[config.mk]
export PLATFORM = sky130hd
export DESIGN_NAME = receptor_serial
export DESIGN_NICKNAME = d
export VERILOG_FILES = /design/src/rtl/receptor_serial.sv
export SDC_FILE = /design/constraint.sdc
export NUM_CORES = 1
export LEC_CHECK = 0
export ABC_AREA = 0
export BUFFER_PORTS_ARGS = -buffer_cell sky130_fd_sc_hd__clkbuf_2
export CAP_MARGIN = 10
export CORE_ASPECT_RATIO = 1.25
export CORE_UTILIZATION = 59
export CTS_BUF_LIST = sky130_fd_sc_hd__clkbuf_4 sky130_fd_sc_hd__clkbuf_8
export DETAILED_ROUTE_END_ITERATION = 10
export GPL_ROUTABILITY_DRIVEN = 0
export GPL_TIMING_DRIVEN = 0
export PLACE_DENSITY = 0.89
export SYNTH_ARGS = -nofsm -noshare
export SYNTH_HDL_FRONTEND = slang
export SYNTH_SLANG_ARGS = --single-unit
[constraint.sdc]
create_clock -name Ceas -period 1.85 [get_ports Ceas]
set_clock_uncertainty 0.15 [all_clocks]
set_input_delay 0.37 -clock Ceas [delete_from_list [all_inputs] [get_ports Ceas]]
set_output_delay 0.37 -clock Ceas [all_outputs]
set_load 0.02 [all_outputs]
[src/rtl/receptor_serial.sv]
`default_nettype none
// +----------------------------------------------------------------------------+
// | Module   : receptor_serial                                                 |
// | Brief    : Single-wire serial frame receiver, one bit per clock cycle.     |
// |            Frame: start(0), D7..D0, parity, stop(1). The byte is presented |
// |            in parallel together with a one-cycle completion pulse and the  |
// |            parity / framing error flags.                                   |
// | Option   : RECEPTOR_SINCRONIZARE_EN - route Date_seriale through a         |
// |            two-flop synchroniser (adds two cycles of latency).             |
// | Revision : 1.0 - initial release                                           |
// +----------------------------------------------------------------------------+
module receptor_serial #(
   parameter bit PARITATE_IMPARA = 1'b0
) (
   input  logic       Ceas,
   input  logic       Reset,
   input  logic       Date_seriale,
   output logic [7:0] Date_primite,
   output logic       Gata_receptie,
   output logic       Eroare_paritate,
   output logic       Eroare_cadru,
   output logic       Ocupat
);

   // Index of the last data bit; the counter stops here.
   localparam logic [3:0] c_ULTIM_BIT = 4'd7;

   typedef enum logic [2:0] {
      ASTEPTARE  = 3'd0,
      DATE       = 3'd1,
      PARITATE   = 3'd2,
      STOP       = 3'd3,
      RECUPERARE = 3'd4
   } stare_t;

   stare_t      stare_q;
   logic [7:0]  deplasare_q;
   logic [3:0]  contor_q;
   logic        eroare_par_q;

   logic [7:0]  date_primite_q;
   logic        gata_q;
   logic        eroare_paritate_q;
   logic        eroare_cadru_q;
   logic        ocupat_q;

   logic        w_bit;
   logic        w_paritate_asteptata;

`ifdef RECEPTOR_SINCRONIZARE_EN
   logic [1:0]  sincr_q;

   // Two-flop synchroniser; resets to the idle line level so no false start.
   always_ff @(posedge Ceas or posedge Reset) begin
      if (Reset) begin
         sincr_q <= 2'b11;
      end else begin
         sincr_q <= {sincr_q[0], Date_seriale};
      end
   end

   assign w_bit = sincr_q[1];
`else
   assign w_bit = Date_seriale;
`endif

   // Even parity is the XOR of the data bits; odd parity is its inverse.
   assign w_paritate_asteptata = (^deplasare_q) ^ PARITATE_IMPARA;

   // Frame state machine with registered outputs.
   always_ff @(posedge Ceas or posedge Reset) begin
      if (Reset) begin
         stare_q           <= ASTEPTARE;
         deplasare_q       <= 8'h00;
         contor_q          <= 4'd0;
         eroare_par_q      <= 1'b0;
         date_primite_q    <= 8'h00;
         gata_q            <= 1'b0;
         eroare_paritate_q <= 1'b0;
         eroare_cadru_q    <= 1'b0;
         ocupat_q          <= 1'b0;
      end else begin
         // Completion is a single-cycle pulse unless STOP re-asserts it.
         gata_q <= 1'b0;

         case (stare_q)
            ASTEPTARE: begin
               if (!w_bit) begin
                  stare_q  <= DATE;
                  contor_q <= 4'd0;
                  ocupat_q <= 1'b1;
               end
            end

            DATE: begin
               // MSB arrives first, so shift toward the MSB end.
               deplasare_q <= {deplasare_q[6:0], w_bit};
               if (contor_q == c_ULTIM_BIT) begin
                  stare_q <= PARITATE;
               end else begin
                  contor_q <= contor_q + 4'd1;
               end
            end

            PARITATE: begin
               eroare_par_q <= (w_bit != w_paritate_asteptata);
               stare_q      <= STOP;
            end

            STOP: begin
               date_primite_q    <= deplasare_q;
               eroare_paritate_q <= eroare_par_q;
               eroare_cadru_q    <= ~w_bit;
               gata_q            <= 1'b1;
               ocupat_q          <= 1'b0;
               // A low stop bit must not be mistaken for the next start bit.
               stare_q           <= w_bit ? ASTEPTARE : RECUPERARE;
            end

            RECUPERARE: begin
               if (w_bit) begin
                  stare_q <= ASTEPTARE;
               end
            end

            default: begin
               stare_q  <= ASTEPTARE;
               ocupat_q <= 1'b0;
            end
         endcase
      end
   end

   assign Date_primite    = date_primite_q;
   assign Gata_receptie   = gata_q;
   assign Eroare_paritate = eroare_paritate_q;
   assign Eroare_cadru    = eroare_cadru_q;
   assign Ocupat          = ocupat_q;

endmodule
`default_nettype wire
==> impl_metrics.ini, run 1 <==
[logic_synthesis]
synth_cells = 94
synth_nets = 98
async_flop_share_pct = 100
syn-cell-area_um2 = 1220
ys.flop_type = dfrtp_1
yosysSeqAreaShare_pct = 57.5
yosys_warnings = 0
synth-seq-cells = 28
synth_edf_count = 0
syn_avg_cell_area_um2 = 13.0
synth_cell_types = 23

[routing]
vias_per_cell = 5.84
ant_nets = 0
drc = 0
drt_pass1_iterations = 4
drt_iter0_drc = 2
vias = 771
wl_per_cell_um = 15.1
totalWireLength_um = 1990

[grt]
grt_pass1_wl_um = 3530
grt_max_degree = 29
grt_pass1_vias = 801
grt_overflow = 0
track_usage_pct = 21.8
antenna_found_initial = 0

[cells_and_area]
fin_nets = 117
fillers = 147
drive_gt1_share_pct = 35.7
area_growth_pct = 10.8
diodes = 0

[status]
status = finished clean

[sta]
slew_headroom_pct = 31.9
setup_tns_ns = 0
setup_viol = 0
maxSlewViolCount = 0
worst_pin_slew_ns = 1.02
finalCritPeriodShare_pct = 89.2
hold_viol = 0
setup_slack_ns = 0.200
clock.fmax_mhz = 606
rsz0062_at_grt = false
fin_crit_ns = 1.65

[clock_network]
htree_levels = 1
numCtsBuffers = 3
clkLatencyLatePin_ns = 0.33
cts_sinks = 28
clkSlewWorstSetupHoldPaths_ns = 0.14
post_cts_resized = 0
cts_tree = built
clockRootBuffer = clkbuf_4
cts.path.max_buffers = 2
postCtsSetupBuffers = 0
cts_hold_buffers = 0

[die]
dieArea_um2 = 2250
core_region_area_um2 = 1960
die_x_um = 42.7
initial_core_util_pct = 62.2
die_h_um = 52.8
num_io_pins = 15
rows = 18

[placed_design]
dp_hpwl_um = 1450
dpl_worst_slack_ns = 0.218
port_buffers = 14

[worst_setup_path]
crit_fanout = 10
crit_path_end_kind = flop
crit_arrival_ns = 1.73
critPathKind = flop to flop
start_kind = flop
reg2regPathDepth = 4
crit_required_ns = 1.93

[power_and_ir_drop]
leakagePower_nw = 0.650
power.density_nw_per_um2 = 2110
ir_worst_vdd_v = 0.00148

[run]
drv_cap = 0

[hold_path]
hp-class = input pin to asynchronous set/reset pin
logic make-up (layout without fill, tap and decap cells):
family          Yosys count  after routing  synth area share, %
xor+xnor                 10             10                 8.32
mux                      17             17                 15.7
buf+inv                   7             25                 3.18
fa+ha+maj                 1              1                 1.03
compound gates           14             14                 6.98
simple gates             17             17                 7.29
flops                    28             28                 57.5
worst paths after layout:
path | startpoint | slack (ns) | endpoint
max | stare_q[1]$_DFFE_PP0P_ | 0.20 | deplasare_q[7]$_DFFE_PP0N_
min | Reset | 0.09 | contor_q[3]$_DFFE_PP0P_
max in group asynchronous | Reset | 0.85 | deplasare_q[3]$_DFFE_PP0N_
min in group Ceas | Date_seriale | 0.14 | stare_q[2]$_DFFE_PP0P_
min reg2reg | Eroare_cadru$_DFFE_PP0P_ | 0.35 | Eroare_cadru$_DFFE_PP0P_
max reg2reg | stare_q[1]$_DFFE_PP0P_ | 0.20 | deplasare_q[7]$_DFFE_PP0N_
worst max-delay path: stages (launching register included):
cell	delay, ns
dfrtp_1	0.38
buf_2	0.17
nor3b_4	0.30
buf_6	0.20
mux2_2	0.34
flip-flops by register name, indices dropped and copies added, names as in the netlist, 3 cells and up:
signal / flops
Date_primite: 8
contor_q: 4
deplasare_q: 8
stare_q: 3
cell type report:
class	instances	area, um^2	share of cell area (%)
Sequential cell	28	701	51.9
Buffer	3	23.8	1.76
Tap cell	20	25.0	1.85
Timing Repair Buffer	14	70.1	5.19
Inverter	4	15.0	1.11
Multi-Input combinational cell	59	479	35.5
Clock buffer	4	36.3	2.69
cell usage in the layout, fill, tap and decap left out, drive strengths merged:
master and instances:
mux2 17, o211ai 1, buf 3, or3 1, and3 2, xnor2 4, xor2 5, inv 4
nor2 2, nor3b 1, o21ai 6, clkbuf 18, a32o 1, a21oi 4, nand3 2, ha 1
xnor3 1, a2bb2oi 1, a31o 1, dfrtp 28, nand2 9
power breakdown:
part	internal [W]	switching [W]
clock	0.000121	0.000173
combinational	0.000731	0.000671
sequential	0.000914	0.000239
total	0.00177	0.00108
synth_stat cells (all sizes together) (2+ instances only):
library cell	number	share of area [%]
nor2	2	0.62
xor2	5	3.6
nand2	9	2.8
nand3	2	0.82
mux2	17	16
xnor2	4	2.9
and3	2	1.0
dfrtp	28	57
buf	3	2.0
inv	4	1.2
o21ai	6	2.5
a21oi	4	1.6
stage by stage:
stage          cell area, um^2  util (%)  power (W)  instances  hold WS [ns]
2_1_floorplan             1220         -    0.00223         94         0.283
3_3_place_gp              1310      67.0    0.00249        128         0.314
3_5_place_dp              1310      67.0    0.00259        128         0.321
4_1_cts                   1350      68.9    0.00288        132         0.113
5_1_grt                   1350      68.9    0.00305        132         0.142
6_report                  1350      68.9    0.00285        132        0.0888
metal layers:
layer / GRT usage (%) / up-vias / wire length, um / share of wire [%]
li1: - / 360 / - / -
met5: 0 / - / 0 / 0
met4: 12.5 / 0 / 67 / 3.4
met1: 25.3 / 389 / 830 / 42
met3: 3.79 / 7 / 63 / 3.2
met2: 37.6 / 15 / 1030 / 52
Note: power is estimated with default switching activity, not from simulation.
==> run 2, diff against run 1 <==
--- a/config.mk
+++ b/config.mk
@@ -6,7 +6,7 @@
 export NUM_CORES = 1
 export LEC_CHECK = 0
 export ABC_AREA = 0
-export BUFFER_PORTS_ARGS = -buffer_cell sky130_fd_sc_hd__clkbuf_2
+export BUFFER_PORTS_ARGS = -buffer_cell sky130_fd_sc_hd__buf_2
 export CAP_MARGIN = 10
 export CORE_ASPECT_RATIO = 1.25
 export CORE_UTILIZATION = 59
==> impl_metrics.ini, run 2 (synthesized netlist as in run 1, its figures left out) <==
[power_and_ir_drop]
total_power_w = 0.00278
power.density_nw_per_um2 = 2080
leakagePower_nw = 0.642
ir_worst_vdd_v = 0.00118

[worst_setup_path]
reg2regPathDepth = 4
startpoint = stare_q[1]$_DFFE_PP0P_
critPathKind = flop to flop
cp-endpoint = deplasare_q[1]$_DFFE_PP0N_
crit_path_end_kind = flop
crit_required_ns = 1.91
start_kind = flop
crit_fanout = 10
r2r_slack_ns = 0.23
crit_arrival_ns = 1.68
timing.rr.end = deplasare_q[1]$_DFFE_PP0N_
timing.rr.start = stare_q[1]$_DFFE_PP0P_

[clock_network]
clkSlewWorstSetupHoldPaths_ns = 0.13
htree_levels = 1
postCtsSetupBuffers = 0
clockRootBuffer = clkbuf_4
cts.path.max_buffers = 2
post_cts_resized = 0
cts_sinks = 28
cts_tree = built
cts_hold_buffers = 0
clkLatencyLatePin_ns = 0.31
numCtsBuffers = 3

[routing]
drt_iter0_drc = 12
drt_pass1_iterations = 4
totalWireLength_um = 1930
ant_nets = 0
wl_per_cell_um = 14.7
drc = 0
vias = 767
vias_per_cell = 5.85

[cells_and_area]
fin_nets = 117
drive_gt1_share_pct = 35.1
diodes = 0
area_growth_pct = 9.65
final_cell_area_um2 = 1340
fillers = 152
final_common_cell = dfrtp_1
final_cell_mix = 28 x dfrtp_1, 17 x mux2_2, 15 x buf_2

[hold_path]
hp-class = input pin to asynchronous set/reset pin

[die]
num_io_pins = 15
core_region_area_um2 = 1960
die_x_um = 42.7
rows = 18
die_h_um = 52.8
initial_core_util_pct = 62.2
dieArea_um2 = 2250

[status]
status = finished clean

[sta]
fin_crit_ns = 1.62
slew_headroom_pct = 32.6
setup_slack_ns = 0.232
finalCritPeriodShare_pct = 87.4
setup_tns_ns = 0
setup_viol = 0
worst_pin_slew_ns = 1.01
hold_ws_ns = 0.127
maxSlewViolCount = 0
clock.fmax_mhz = 618
hold_viol = 0
rsz0062_at_grt = false

[grt]
antenna_found_initial = 0
grt_max_degree = 29
grt_pass1_vias = 725
track_usage_pct = 19.5
grt_overflow = 0
grt_pass1_wl_um = 3170

[placed_design]
dpl_worst_slack_ns = 0.245
port_buffers = 14
dp_hpwl_um = 1420
placed_area_um2 = 1310

[run]
drv_cap = 0
[run 2: cell types whose count changed in the layout (fill, tap and decap cells not counted)]
cell,delta
buf_2,+14
clkbuf_2,-14
clkbuf_8,-1
[run 2: worst min-delay path by stage]
stage / from / to / slack (ns) / cells past startpoint
2_1_floorplan: Date_seriale / stare_q[2]$_DFFE_PP0P_ / 0.28 / 1
3_3_place_gp: Eroare_cadru$_DFFE_PP0P_ / Eroare_cadru$_DFFE_PP0P_ / 0.31 / 2
4_1_cts: Date_seriale / stare_q[2]$_DFFE_PP0P_ / 0.13 / 2
5_1_grt: Date_seriale / stare_q[2]$_DFFE_PP0P_ / 0.14 / 2
6_report: Reset / Ocupat$_DFFE_PP0P_ / 0.13 / 2
3_5_place_dp: Eroare_cadru$_DFFE_PP0P_ / Eroare_cadru$_DFFE_PP0P_ / 0.32 / 2
[run 2: cell type report]
type	count	area (um^2)	area share, %
Buffer	3	23.8	1.78
Clock buffer	3	22.5	1.69
Inverter	4	15.0	1.12
Multi-Input combinational cell	59	479	35.9
Sequential cell	28	701	52.4
Tap cell	20	25.0	1.87
Timing Repair Buffer	14	70.1	5.24
[run 2: through the flow]
stage | util (%) | cells
after floorplan | - | 94
after global placement | 67.0 | 128
after detailed placement | 67.0 | 128
after CTS | 68.2 | 131
after global routing | 68.2 | 131
final | 68.2 | 131
[run 2: worst max-delay path, stage by stage (launching register included)]
cell and delay [ns]:
dfrtp_1 0.38, buf_2 0.17, nor3b_4 0.27, buf_6 0.19, mux2_2 0.34
[run 2: layer usage]
layer | vias up | track usage, % | share of wire, %
met5 | - | 0 | 0
met4 | 0 | 8.33 | 1.8
met2 | 19 | 34.1 | 54
met1 | 385 | 23.7 | 41
li1 | 357 | - | -
met3 | 6 | 3.10 | 3.0
[run 2: where the power goes]
part / switching [W] / internal (W) / total [W]
clock: 0.000153 / 0.0000762 / 0.000229
combinational: 0.000667 / 0.000734 / 0.00140
sequential: 0.000235 / 0.000914 / 0.00115
total: 0.00105 / 0.00172 / 0.00278
==> run 3, diff against run 2 <==
--- a/config.mk
+++ b/config.mk
@@ -9,12 +9,12 @@
 export BUFFER_PORTS_ARGS = -buffer_cell sky130_fd_sc_hd__buf_2
 export CAP_MARGIN = 10
 export CORE_ASPECT_RATIO = 1.25
-export CORE_UTILIZATION = 59
+export CORE_UTILIZATION = 30
 export CTS_BUF_LIST = sky130_fd_sc_hd__clkbuf_4 sky130_fd_sc_hd__clkbuf_8
 export DETAILED_ROUTE_END_ITERATION = 10
 export GPL_ROUTABILITY_DRIVEN = 0
 export GPL_TIMING_DRIVEN = 0
-export PLACE_DENSITY = 0.89
+export PLACE_DENSITY = 0.55
 export SYNTH_ARGS = -nofsm -noshare
 export SYNTH_HDL_FRONTEND = slang
 export SYNTH_SLANG_ARGS = --single-unit
==> impl_metrics.ini, run 3 (synthesized netlist as in run 1, its figures left out) <==
[cells_and_area]
drive_gt1_share_pct = 36.0
regArea_um2 = 701
fin_util_pct = 37.7
area_growth_pct = 18.9
multiInputGateArea_um2 = 479
fillers = 390
fin_nets = 119
final_cell_mix = 28 x dfrtp_1, 17 x mux2_2, 15 x buf_2
diodes = 0
final_common_cell = dfrtp_1

[worst_setup_path]
crit_path_end_kind = flop
critical_path_buf_inv_count = 0
slowest_stage = dfrtp_1
cp_top_family = compound AO/OA/AOI/OAI gates
critPathKind = flop to flop
start_kind = flop
slowest_delay_ns = 0.40
crit_arrival_ns = 1.66
crit_required_ns = 1.88
crit_fanout = 6
path_cells = ha_1 -> nand2_1 -> o21ai_1 -> a21oi_1 -> a31o_2

[routing]
drc = 0
drt_pass1_iterations = 3
vias_per_cell = 4.45
vias = 747
drt_iter0_drc = 5
ant_nets = 0
wl_per_cell_um = 12.2
totalWireLength_um = 2040

[clock_network]
clkSlewWorstSetupHoldPaths_ns = 0.10
cts.path.max_buffers = 2
numCtsBuffers = 3
cts_sinks = 28
htree_levels = 1
post_cts_resized = 0
clkLatencyLatePin_ns = 0.28
clockRootBuffer = clkbuf_8
cts_tree = built

[hold_path]
hp-class = input pin to flop

[die]
initial_core_util_pct = 31.7
core_region_area_um2 = 3850
dieArea_um2 = 4320
die_h_um = 73.3
die_x_um = 59.0
num_io_pins = 15
rows = 25

[grt]
grt_max_degree = 29
grt_pass1_wl_um = 3750
track_usage_pct = 11.5
antenna_found_initial = 0
grt_overflow = 0
grt_pass1_vias = 825

[sta]
finalCritPeriodShare_pct = 88.5
setup_viol = 0
fin_crit_ns = 1.64
clock.fmax_mhz = 611
rsz0062_at_grt = false
slew_headroom_pct = 68.0
worst_pin_slew_ns = 0.480
setup_tns_ns = 0
hold_viol = 0
maxSlewViolCount = 0

[placed_design]
dp_hpwl_um = 1400
port_buffers = 14

[status]
status = finished clean

[power_and_ir_drop]
leakagePower_nw = 0.674
power.switching_w = 0.00106
clkPwrFrac_pct = 13.0
p_seq_share_pct = 39.3
p_int_w = 0.00185
p_comb_share_pct = 47.7
swShare_pct = 36.6
ir_worst_vdd_v = 0.000780
power.density_nw_per_um2 = 2010

[run]
drv_cap = 0
## run 3: changes by cell type in the layout (fill, tap and decap cells not counted), sizes merged
cell         previous run  this run
dlygate4sd3             0         1
buf                    17        18
clkbuf                  3         4
## run 3: per-layer routing
layer	routed length, um	GRT usage, %
met4	70	6.88
met5	0	0
met3	66	1.76
met1	980	14.2
met2	926	18.8
## run 3: timing repair
item,in CTS,in global routing
buffers inserted,0,0
hold buffers,0,1
endpoints found under the setup margin,0,0
hold endpoints to repair,0,10
## run 3: power by group through the flow
stage | logic, W | clock network [W] | registers [W]
2_1_floorplan | 0.000960 | 0 | 0.00127
3_3_place_gp | 0.00139 | 0 | 0.00115
3_5_place_dp | 0.00140 | 0 | 0.00116
4_1_cts | 0.00141 | 0.000393 | 0.00115
5_1_grt | 0.00153 | 0.000419 | 0.00119
6_report | 0.00139 | 0.000378 | 0.00114
## run 3: final cells by class
cell class / instances / share of cell area, %
buffer: 3 / 1.64
clock buffer: 4 / 3.80
inverter: 4 / 1.04
multi-input combinational: 59 / 33.1
sequential: 28 / 48.4
tap: 54 / 4.66
timing repair buffer: 16 / 7.43
## run 3: path summary, 6_finish.rpt
path,start,end,slack (ns),cells after the start
worst max register to register,contor_q[0]$_DFFE_PP0P_,contor_q[1]$_DFFE_PP0P_,0.21,5
min in group asynchronous,Reset,Date_primite[6]$_DFFE_PP0P_,0.49,3
max in group asynchronous,Reset,stare_q[2]$_DFFE_PP0P_,0.61,4
worst min-delay path,Date_seriale,stare_q[2]$_DFFE_PP0P_,0.20,2
worst max-delay path,contor_q[0]$_DFFE_PP0P_,contor_q[1]$_DFFE_PP0P_,0.21,5
worst min register to register,Eroare_cadru$_DFFE_PP0P_,Eroare_cadru$_DFFE_PP0P_,0.35,2
## run 3: metrics by stage
step / power, W / setup slack (ns) / std cells / instance area [um^2] / hold WS, ns
floorplan: 0.00223 / 0.361 / 94 / 1220 / 0.283
global placement: 0.00253 / 0.264 / 162 / 1360 / 0.321
detailed placement: 0.00256 / 0.227 / 162 / 1360 / 0.336
CTS: 0.00295 / 0.212 / 166 / 1410 / 0.194
global route: 0.00314 / 0.122 / 168 / 1450 / 0.210
finish: 0.00291 / 0.214 / 168 / 1450 / 0.196
